### src/rtl/wb_bus_arbiter_2m4s_pkg.sv
// Shared types and constants for the two-master / four-slave Wishbone interconnect.
package wb_bus_pkg;

  localparam int WB_ADDR_W = 32;
  localparam int WB_DATA_W = 32;
  localparam int WB_SEL_W  = 4;
  localparam int N_SLV     = 4;

  typedef enum logic [1:0] {
    IDLE    = 2'b00,
    GNT0    = 2'b01,
    GNT1    = 2'b10,
    ERR_ACK = 2'b11
  } arb_state_e;

  localparam logic [1:0] SDRAM = 2'd0;
  localparam logic [1:0] FLASH = 2'd1;
  localparam logic [1:0] UART  = 2'd2;
  localparam logic [1:0] GPIO  = 2'd3;

endpackage

### src/rtl/wb_bus_arbiter_2m4s_if.sv
// Bundle of both master ports and the shared slave bus around the interconnect.
// The slave modport is the interconnect's view; the master modport is the CPU/slave side.
interface wb_bus_arbiter_2m4s_if;
  import wb_bus_pkg::*;

  logic [WB_ADDR_W-1:0]       m0_addr_i, m1_addr_i;
  logic [WB_DATA_W-1:0]       m0_data_i, m1_data_i;
  logic                       m0_we_i, m1_we_i;
  logic [WB_SEL_W-1:0]        m0_sel_i, m1_sel_i;
  logic                       m0_stb_i, m1_stb_i;
  logic                       m0_cyc_i, m1_cyc_i;
  logic [WB_DATA_W-1:0]       m0_data_o, m1_data_o;
  logic                       m0_ack_o, m1_ack_o;
  logic [WB_ADDR_W-1:0]       s_addr_o;
  logic [WB_DATA_W-1:0]       s_data_o;
  logic                       s_we_o;
  logic [WB_SEL_W-1:0]        s_sel_o;
  logic [N_SLV-1:0]           s_stb_o, s_cyc_o;
  logic [N_SLV*WB_DATA_W-1:0] s_data_i;
  logic [N_SLV-1:0]           s_ack_i;
  logic                       bus_err_o;

  modport slave (
    input  m0_addr_i, m1_addr_i, m0_data_i, m1_data_i, m0_we_i, m1_we_i,
           m0_sel_i, m1_sel_i, m0_stb_i, m1_stb_i, m0_cyc_i, m1_cyc_i,
           s_data_i, s_ack_i,
    output m0_data_o, m1_data_o, m0_ack_o, m1_ack_o,
           s_addr_o, s_data_o, s_we_o, s_sel_o, s_stb_o, s_cyc_o, bus_err_o
  );

  modport master (
    output m0_addr_i, m1_addr_i, m0_data_i, m1_data_i, m0_we_i, m1_we_i,
           m0_sel_i, m1_sel_i, m0_stb_i, m1_stb_i, m0_cyc_i, m1_cyc_i,
           s_data_i, s_ack_i,
    input  m0_data_o, m1_data_o, m0_ack_o, m1_ack_o,
           s_addr_o, s_data_o, s_we_o, s_sel_o, s_stb_o, s_cyc_o, bus_err_o
  );

endinterface

### src/rtl/wb_bus_arbiter_2m4s_decoder.sv
// Combinational slave decode: 4-bit address field to one-hot slave select plus miss flag.
module wb_addr_decoder
  import wb_bus_pkg::*;
(
  input  logic [3:0]       field_i,
  output logic [N_SLV-1:0] hot_o,
  output logic             miss_o
);

  always_comb begin
    hot_o  = '0;
    miss_o = 1'b0;
    case (field_i)
      4'(SDRAM): hot_o[SDRAM] = 1'b1;
      4'(FLASH): hot_o[FLASH] = 1'b1;
      4'(UART):  hot_o[UART]  = 1'b1;
      4'(GPIO):  hot_o[GPIO]  = 1'b1;
      default:   miss_o       = 1'b1;
    endcase
  end

endmodule

### src/rtl/wb_bus_arbiter_2m4s.sv
// Two-master Wishbone arbiter with 4-slave decode and decode-miss/timeout auto-ack.
// Optional macro WB_ARB_ROUND_ROBIN_EN: round-robin on simultaneous requests (default fixed m0 priority).
//
// state   | meaning
// IDLE    | no owner, arbitrate cyc requests
// GNT0    | m0 owns the shared slave bus
// GNT1    | m1 owns the shared slave bus
// ERR_ACK | one-cycle forced ack (data 0) to the owner after decode miss or timeout
module wb_bus_arbiter_2m4s
  import wb_bus_pkg::*;
#(
  parameter int unsigned TIMEOUT_CYCLES = 255,
  parameter int unsigned ADDR_DEC_MSB   = 31
) (
  input logic                  clk,
  input logic                  rst,
  wb_bus_arbiter_2m4s_if.slave bus
);

  localparam logic [15:0] TO_LAST = 16'(TIMEOUT_CYCLES - 1);

  arb_state_e state_q, state_d;
  logic owner_q, owner_d;
  logic [15:0] cnt_q, cnt_d;
  logic err_q, err_d;
  logic pick;

  logic [WB_ADDR_W-1:0] m_addr;
  logic [WB_DATA_W-1:0] m_wdata, s_rdata, rdata;
  logic [WB_SEL_W-1:0]  m_sel;
  logic m_we, m_stb, m_cyc, ack;
  logic [N_SLV-1:0] dec_hot;
  logic dec_miss, slv_ack, stall, to_hit, in_gnt;

  assign m_addr  = owner_q ? bus.m1_addr_i : bus.m0_addr_i;
  assign m_wdata = owner_q ? bus.m1_data_i : bus.m0_data_i;
  assign m_sel   = owner_q ? bus.m1_sel_i  : bus.m0_sel_i;
  assign m_we    = owner_q ? bus.m1_we_i   : bus.m0_we_i;
  assign m_stb   = owner_q ? bus.m1_stb_i  : bus.m0_stb_i;
  assign m_cyc   = owner_q ? bus.m1_cyc_i  : bus.m0_cyc_i;

  wb_addr_decoder u_dec (
    .field_i (m_addr[ADDR_DEC_MSB -: 4]),
    .hot_o   (dec_hot),
    .miss_o  (dec_miss)
  );

  assign in_gnt  = (state_q == GNT0) || (state_q == GNT1);
  assign slv_ack = |(dec_hot & bus.s_ack_i);
  assign stall   = m_stb & ~dec_miss & ~slv_ack;
  // The stalled cycle that brings the count to TIMEOUT_CYCLES is the last one strobed.
  assign to_hit  = stall && (cnt_q == TO_LAST);

  always_comb begin
    s_rdata = '0;
    for (int k = 0; k < N_SLV; k++) begin
      if (dec_hot[k]) s_rdata = bus.s_data_i[k*WB_DATA_W +: WB_DATA_W];
    end
  end

`ifdef WB_ARB_ROUND_ROBIN_EN
  logic last_q, last_d;
  assign pick   = (bus.m0_cyc_i && bus.m1_cyc_i) ? ~last_q : ~bus.m0_cyc_i;
  assign last_d = ((state_q == IDLE) && (bus.m0_cyc_i || bus.m1_cyc_i)) ? pick : last_q;
  always_ff @(posedge clk) begin
    if (rst) last_q <= 1'b0;
    else     last_q <= last_d;
  end
`else
  assign pick = ~bus.m0_cyc_i;
`endif

  always_ff @(posedge clk) begin
    if (rst) begin
      state_q <= IDLE;
      owner_q <= 1'b0;
      cnt_q   <= '0;
      err_q   <= 1'b0;
    end else begin
      state_q <= state_d;
      owner_q <= owner_d;
      cnt_q   <= cnt_d;
      err_q   <= err_d;
    end
  end

  always_comb begin
    state_d = state_q;
    owner_d = owner_q;
    cnt_d   = '0;
    case (state_q)
      IDLE: begin
        if (bus.m0_cyc_i || bus.m1_cyc_i) begin
          owner_d = pick;
          state_d = pick ? GNT1 : GNT0;
        end
      end
      GNT0, GNT1: begin
        if (!m_cyc)                 state_d = IDLE;
        else if (m_stb && dec_miss) state_d = ERR_ACK;
        else if (to_hit)            state_d = ERR_ACK;
        else if (stall)             cnt_d   = cnt_q + 16'd1;
      end
      default: state_d = owner_q ? GNT1 : GNT0;
    endcase
    err_d = err_q | (state_d == ERR_ACK);
  end

  always_comb begin
    bus.s_addr_o  = '0;
    bus.s_data_o  = '0;
    bus.s_we_o    = 1'b0;
    bus.s_sel_o   = '0;
    bus.s_stb_o   = '0;
    bus.s_cyc_o   = '0;
    bus.m0_ack_o  = 1'b0;
    bus.m1_ack_o  = 1'b0;
    bus.m0_data_o = '0;
    bus.m1_data_o = '0;
    ack           = 1'b0;
    rdata         = '0;
    if (!rst) begin
      if (in_gnt) begin
        bus.s_addr_o = m_addr;
        bus.s_data_o = m_wdata;
        bus.s_we_o   = m_we;
        bus.s_sel_o  = m_sel;
        bus.s_stb_o  = dec_hot & {N_SLV{m_stb}};
        bus.s_cyc_o  = dec_hot & {N_SLV{m_cyc}};
        ack          = slv_ack & m_stb;
        rdata        = (ack && !m_we) ? s_rdata : '0;
      end else if (state_q == ERR_ACK) begin
        ack = 1'b1;
      end
      if (owner_q) begin
        bus.m1_ack_o  = ack;
        bus.m1_data_o = rdata;
      end else begin
        bus.m0_ack_o  = ack;
        bus.m0_data_o = rdata;
      end
    end
  end

  assign bus.bus_err_o = err_q;

endmodule
### src/flat_wrapper.sv
// flat-port wrapper written by rule: the top's interface ports become plain ports
module wb_bus_arbiter_2m4s_flat import wb_bus_pkg::*;
#(
  parameter int unsigned TIMEOUT_CYCLES = 255,
  parameter int unsigned ADDR_DEC_MSB   = 31
)
  (clk, rst, bus_m0_addr_i, bus_m1_addr_i, bus_m0_data_i, bus_m1_data_i, bus_m0_we_i, bus_m1_we_i, bus_m0_sel_i, bus_m1_sel_i, bus_m0_stb_i, bus_m1_stb_i, bus_m0_cyc_i, bus_m1_cyc_i, bus_s_data_i, bus_s_ack_i, bus_m0_data_o, bus_m1_data_o, bus_m0_ack_o, bus_m1_ack_o, bus_s_addr_o, bus_s_data_o, bus_s_we_o, bus_s_sel_o, bus_s_stb_o, bus_s_cyc_o, bus_bus_err_o);
  wb_bus_arbiter_2m4s_if bus_i ();
  input logic clk;
  input logic rst;
  input wire logic [$bits(bus_i.m0_addr_i)-1:0] bus_m0_addr_i;
  input wire logic [$bits(bus_i.m1_addr_i)-1:0] bus_m1_addr_i;
  input wire logic [$bits(bus_i.m0_data_i)-1:0] bus_m0_data_i;
  input wire logic [$bits(bus_i.m1_data_i)-1:0] bus_m1_data_i;
  input wire logic [$bits(bus_i.m0_we_i)-1:0] bus_m0_we_i;
  input wire logic [$bits(bus_i.m1_we_i)-1:0] bus_m1_we_i;
  input wire logic [$bits(bus_i.m0_sel_i)-1:0] bus_m0_sel_i;
  input wire logic [$bits(bus_i.m1_sel_i)-1:0] bus_m1_sel_i;
  input wire logic [$bits(bus_i.m0_stb_i)-1:0] bus_m0_stb_i;
  input wire logic [$bits(bus_i.m1_stb_i)-1:0] bus_m1_stb_i;
  input wire logic [$bits(bus_i.m0_cyc_i)-1:0] bus_m0_cyc_i;
  input wire logic [$bits(bus_i.m1_cyc_i)-1:0] bus_m1_cyc_i;
  input wire logic [$bits(bus_i.s_data_i)-1:0] bus_s_data_i;
  input wire logic [$bits(bus_i.s_ack_i)-1:0] bus_s_ack_i;
  output wire logic [$bits(bus_i.m0_data_o)-1:0] bus_m0_data_o;
  output wire logic [$bits(bus_i.m1_data_o)-1:0] bus_m1_data_o;
  output wire logic [$bits(bus_i.m0_ack_o)-1:0] bus_m0_ack_o;
  output wire logic [$bits(bus_i.m1_ack_o)-1:0] bus_m1_ack_o;
  output wire logic [$bits(bus_i.s_addr_o)-1:0] bus_s_addr_o;
  output wire logic [$bits(bus_i.s_data_o)-1:0] bus_s_data_o;
  output wire logic [$bits(bus_i.s_we_o)-1:0] bus_s_we_o;
  output wire logic [$bits(bus_i.s_sel_o)-1:0] bus_s_sel_o;
  output wire logic [$bits(bus_i.s_stb_o)-1:0] bus_s_stb_o;
  output wire logic [$bits(bus_i.s_cyc_o)-1:0] bus_s_cyc_o;
  output wire logic [$bits(bus_i.bus_err_o)-1:0] bus_bus_err_o;
  assign bus_i.m0_addr_i = bus_m0_addr_i;
  assign bus_i.m1_addr_i = bus_m1_addr_i;
  assign bus_i.m0_data_i = bus_m0_data_i;
  assign bus_i.m1_data_i = bus_m1_data_i;
  assign bus_i.m0_we_i = bus_m0_we_i;
  assign bus_i.m1_we_i = bus_m1_we_i;
  assign bus_i.m0_sel_i = bus_m0_sel_i;
  assign bus_i.m1_sel_i = bus_m1_sel_i;
  assign bus_i.m0_stb_i = bus_m0_stb_i;
  assign bus_i.m1_stb_i = bus_m1_stb_i;
  assign bus_i.m0_cyc_i = bus_m0_cyc_i;
  assign bus_i.m1_cyc_i = bus_m1_cyc_i;
  assign bus_i.s_data_i = bus_s_data_i;
  assign bus_i.s_ack_i = bus_s_ack_i;
  assign bus_m0_data_o = bus_i.m0_data_o;
  assign bus_m1_data_o = bus_i.m1_data_o;
  assign bus_m0_ack_o = bus_i.m0_ack_o;
  assign bus_m1_ack_o = bus_i.m1_ack_o;
  assign bus_s_addr_o = bus_i.s_addr_o;
  assign bus_s_data_o = bus_i.s_data_o;
  assign bus_s_we_o = bus_i.s_we_o;
  assign bus_s_sel_o = bus_i.s_sel_o;
  assign bus_s_stb_o = bus_i.s_stb_o;
  assign bus_s_cyc_o = bus_i.s_cyc_o;
  assign bus_bus_err_o = bus_i.bus_err_o;
  wb_bus_arbiter_2m4s #(.TIMEOUT_CYCLES(TIMEOUT_CYCLES), .ADDR_DEC_MSB(ADDR_DEC_MSB)) u_core (.clk(clk), .rst(rst), .bus(bus_i));
endmodule
### config.mk
export PLATFORM = sky130hd
export DESIGN_NAME = wb_bus_arbiter_2m4s_flat
export DESIGN_NICKNAME = d
export VERILOG_FILES = /design/src/rtl/wb_bus_arbiter_2m4s_pkg.sv /design/src/rtl/wb_bus_arbiter_2m4s_if.sv /design/src/rtl/wb_bus_arbiter_2m4s_decoder.sv /design/src/rtl/wb_bus_arbiter_2m4s.sv /design/src/flat_wrapper.sv
export SDC_FILE = /design/constraint.sdc
export NUM_CORES = 1
export LEC_CHECK = 0
export ABC_AREA = 1
export BUFFER_PORTS_ARGS = -buffer_cell sky130_fd_sc_hd__buf_2
export CAP_MARGIN = 20
export CORE_AREA = 10 10 154 156
export CTS_CLUSTER_SIZE = 10
export DETAILED_ROUTE_END_ITERATION = 8
export DIE_AREA = 0 0 164 166
export SYNTH_ARGS = -nofsm -noshare
export SYNTH_HDL_FRONTEND = slang
export SYNTH_HIERARCHICAL = 1
export SYNTH_SLANG_ARGS = --single-unit
### constraint.sdc
create_clock -name clk -period 3.5 [get_ports clk]
set_input_delay 0.7 -clock clk [delete_from_list [all_inputs] [get_ports clk]]
set_output_delay 0.7 -clock clk [all_outputs]
set_load 0.05 [all_outputs]
==> flow_summary.toml <==
[placed_design]
dp_hpwl_um = 22400
pre_cts_ws_ns = -0.278
gp_congestion = 0.979
placed_cell_area_um2 = 6500
port_buffers = 419
dp.cells = 1387

[worst_setup_path]
cp_data_arrival_time_ns = 2.81
reg2reg_depth = 12
setup.worst_path.start_class = "input pin"
cp_data_required_time_ns = 2.80
r2r_setup_slack_ns = 1.11
timing.rr.end = "u_core/cnt_q[10]"
crit_path_start = "bus_m1_addr_i[28]"
path_max_fanout = 10
crit_path_end_kind = "output port"
reg2reg_from = "u_core/owner_q"
critPathCapture = "bus_m1_data_o[6]"
crit_type = "input pin to output port"

[clock_network]
clk_latency_ns = 0.25
cts_made_buffers = 3
cts.clk_slew.worst_paths_ns = 0.05
htree_levels = 1
clk_path_buf_depth = 2
root_buffer = "clkbuf_16"
cts_tree = "done"
cts_sinks = 20
ctsHoldBuffers = 0

[logic_synthesis]
synth.top_cell.area_share_pct = 25.7
synth-simple-area-share_pct = 38.3
synth_most_common_cell = "nor2_1"
muxShareOfSynthArea_pct = 0.268
yosys.area_share.adder_pct = 1.68
synth-xor-area-share_pct = 1.17
synth-edff-count = 0
synth_top_family_by_area = "simple AND/OR/NAND/NOR gates"
synth_nets = 975
synth_compound_area_share_pct = 36.1
post_synth.cell_area_avg_um2 = 5.38
async_flop_share_pct = 0
synth_cells = 694
ys_seq_area_share_pct = 10.7
yosysWarnings = 6
ys_ff_latch = 20
ys.flop_type = "dfxtp_1"
synthDistinctLibCells = 37
synth_commonest_cells = "nor2_1, o21ai_0, a21oi_1, nand2_1, clkbuf_1"
yosys-top-cells-area = "nor2_1, dfxtp_1, o21ai_0"
synth_area_um2 = 3730
synth_largest_area_cell = "nor2_1"

[sta]
min_period_ns = 3.51
fin_worst_skew_ns = 0.00370
slew_headroom_pct = 60.6
holdWs_ns = 0.447
fin_ws_ns = -0.00900
setup_viol = 2
fmax_mhz = 285
hold_violations = 0
timing.final.crit_share_pct = 100
worstMarginPinSlew_ns = 0.592
rsz0062_at_grt = "yes"
slew_violations = 0

[drt]
antenna_left = 0
met1_length_um = 10000
drt-initial-drc-count = 403
drc_errors = 0
wl_met3_um = 2650
viasPerCell = 4.66
vias = 6700
dr_wl_met2_um = 14300
highest-signal-layer = "met5"
avgRoutedWirePerCell_um = 19.4
totalWireLength_um = 27900
dr.pass1.iters = 5

[die]
dieArea_um2 = 27200
dieWidth_um = 164
top_level_ports = 420
initial_core_util_pct = 18.1
coreArea_um2 = 20700
die_h_um = 166
placementRows = 53

[grt]
antenna_found_initial = 10
grt_usage_pct = 18.0
grt_pass1_vias = 6723
grt_pass1_wl_um = 38900
grt_max_degree = 45
grt_overflow = 0

[power]
power.density_nw_per_um2 = 248
p_leak_uw = 0.00390
irDropWorstVdd_mv = 0.179

[hold_path]
worstHoldStart = "u_core/bus.bus_err_o"
min_path_type = "flop to flop"

[cells_and_area]
finalNonFillerCells = 1438
nets = 1440
multi_input_area_um2 = 3330
nFillCells = 2223
final_area_um2 = 7860
layout.core_utilization_pct = 38.0
seq_area_um2 = 404
syn2layout_area_growth_pct = 110
drive_gt1_share_pct = 56.3

[job]
maxCapViolations = 0

[outcome]
status = "complete, but fails checks"
violations = "negative setup slack"
-- cell type report --
class | instances | area share (%)
multi-input combinational | 575 | 42.3
inverter | 41 | 2.13
antenna | 6 | 0.191
timing repair buffer | 518 | 44.9
sequential | 20 | 5.14
tap | 275 | 4.38
clock buffer | 3 | 0.955
-- metrics by stage --
stage                     TNS [ns]  total power [uW]
final                      -0.0164              1950
after global routing         -4.32              2070
after CTS                        0              1890
after detailed placement    -12.59              1530
after global placement      -12.31              1520
after floorplan              -7.01              1030
-- kinds of logic (layout without fill, tap and decap cells) --
kind of cell,after synthesis,after routing
buf+inv,99,562
mux,1,1
fa+ha+maj,5,5
flops,20,20
other cells,0,6
simple gates,355,355
compound gates,209,209
xor+xnor,5,5
-- per-layer routing --
metal	track usage, %	vias up
met2	33.7	376
met1	18.9	3014
met3	5.01	61
met5	0	-
li1	-	3241
met4	5.13	8
-- how the worst min path moves through the flow --
stage                                end  slack, ns  cells past startpoint
floorplan                u_core/cnt_q[0]       0.44                      1
global placement    u_core/bus.bus_err_o       0.44                      2
detailed placement  u_core/bus.bus_err_o       0.43                      2
CTS                 u_core/bus.bus_err_o       0.45                      2
global route        u_core/bus.bus_err_o       0.49                      2
finish              u_core/bus.bus_err_o       0.45                      2
-- placed cells by master (no fill, tap or decap), types with 5 or more instances in the layout --
cell and n:
buf_2 349, nor2_1 205, buf_4 79, o21ai_0 72
buf_6 70, a21oi_1 69, nand2_1 51, nor2_2 48
inv_1 31, dfxtp_1 19, nand3_1 17, o31ai_1 17
o211ai_2 15, o211ai_4 15, buf_12 11, nor2_4 9
o31ai_2 9, nand2_2 8, inv_2 7, diode_2 6
ha_1 5
-- sequential cells by signal, indices dropped and copies added (netlist names) --
name	flops
u_core/bus.bus_err_o	1
u_core/cnt_q	16
u_core/state_q	2
u_core/owner_q	1
-- where the power goes --
part	total (uW)	internal [uW]	leakage (uW)	switching, uW
Sequential	245	236	0.000162	8.60
Clock	233	151	0.0000370	82.8
Combinational	1470	488	0.00370	985
-- what timing repair did --
item	CTS	global route
pin swaps	15	24
setup buffers	36	2
cloned	4	1
gates resized for setup	117	133
setup endpoints to repair	64	68
hold endpoints to repair	0	0
-- worst max-delay path: stages --
cell,delay (ns)
buf_2,0.10
or2_4,0.25
o21ai_4,0.07
inv_2,0.05
buf_4,0.13
nand2_2,0.08
nor2_4,0.04
buf_6,0.13
clkinv_4,0.06
buf_12,0.13
buf_4,0.13
nor2_1,0.04
o31ai_1,0.42
o211ai_4,0.16
nor2_2,0.14
buf_6,0.17
Note: power is estimated with default switching activity, not from simulation.
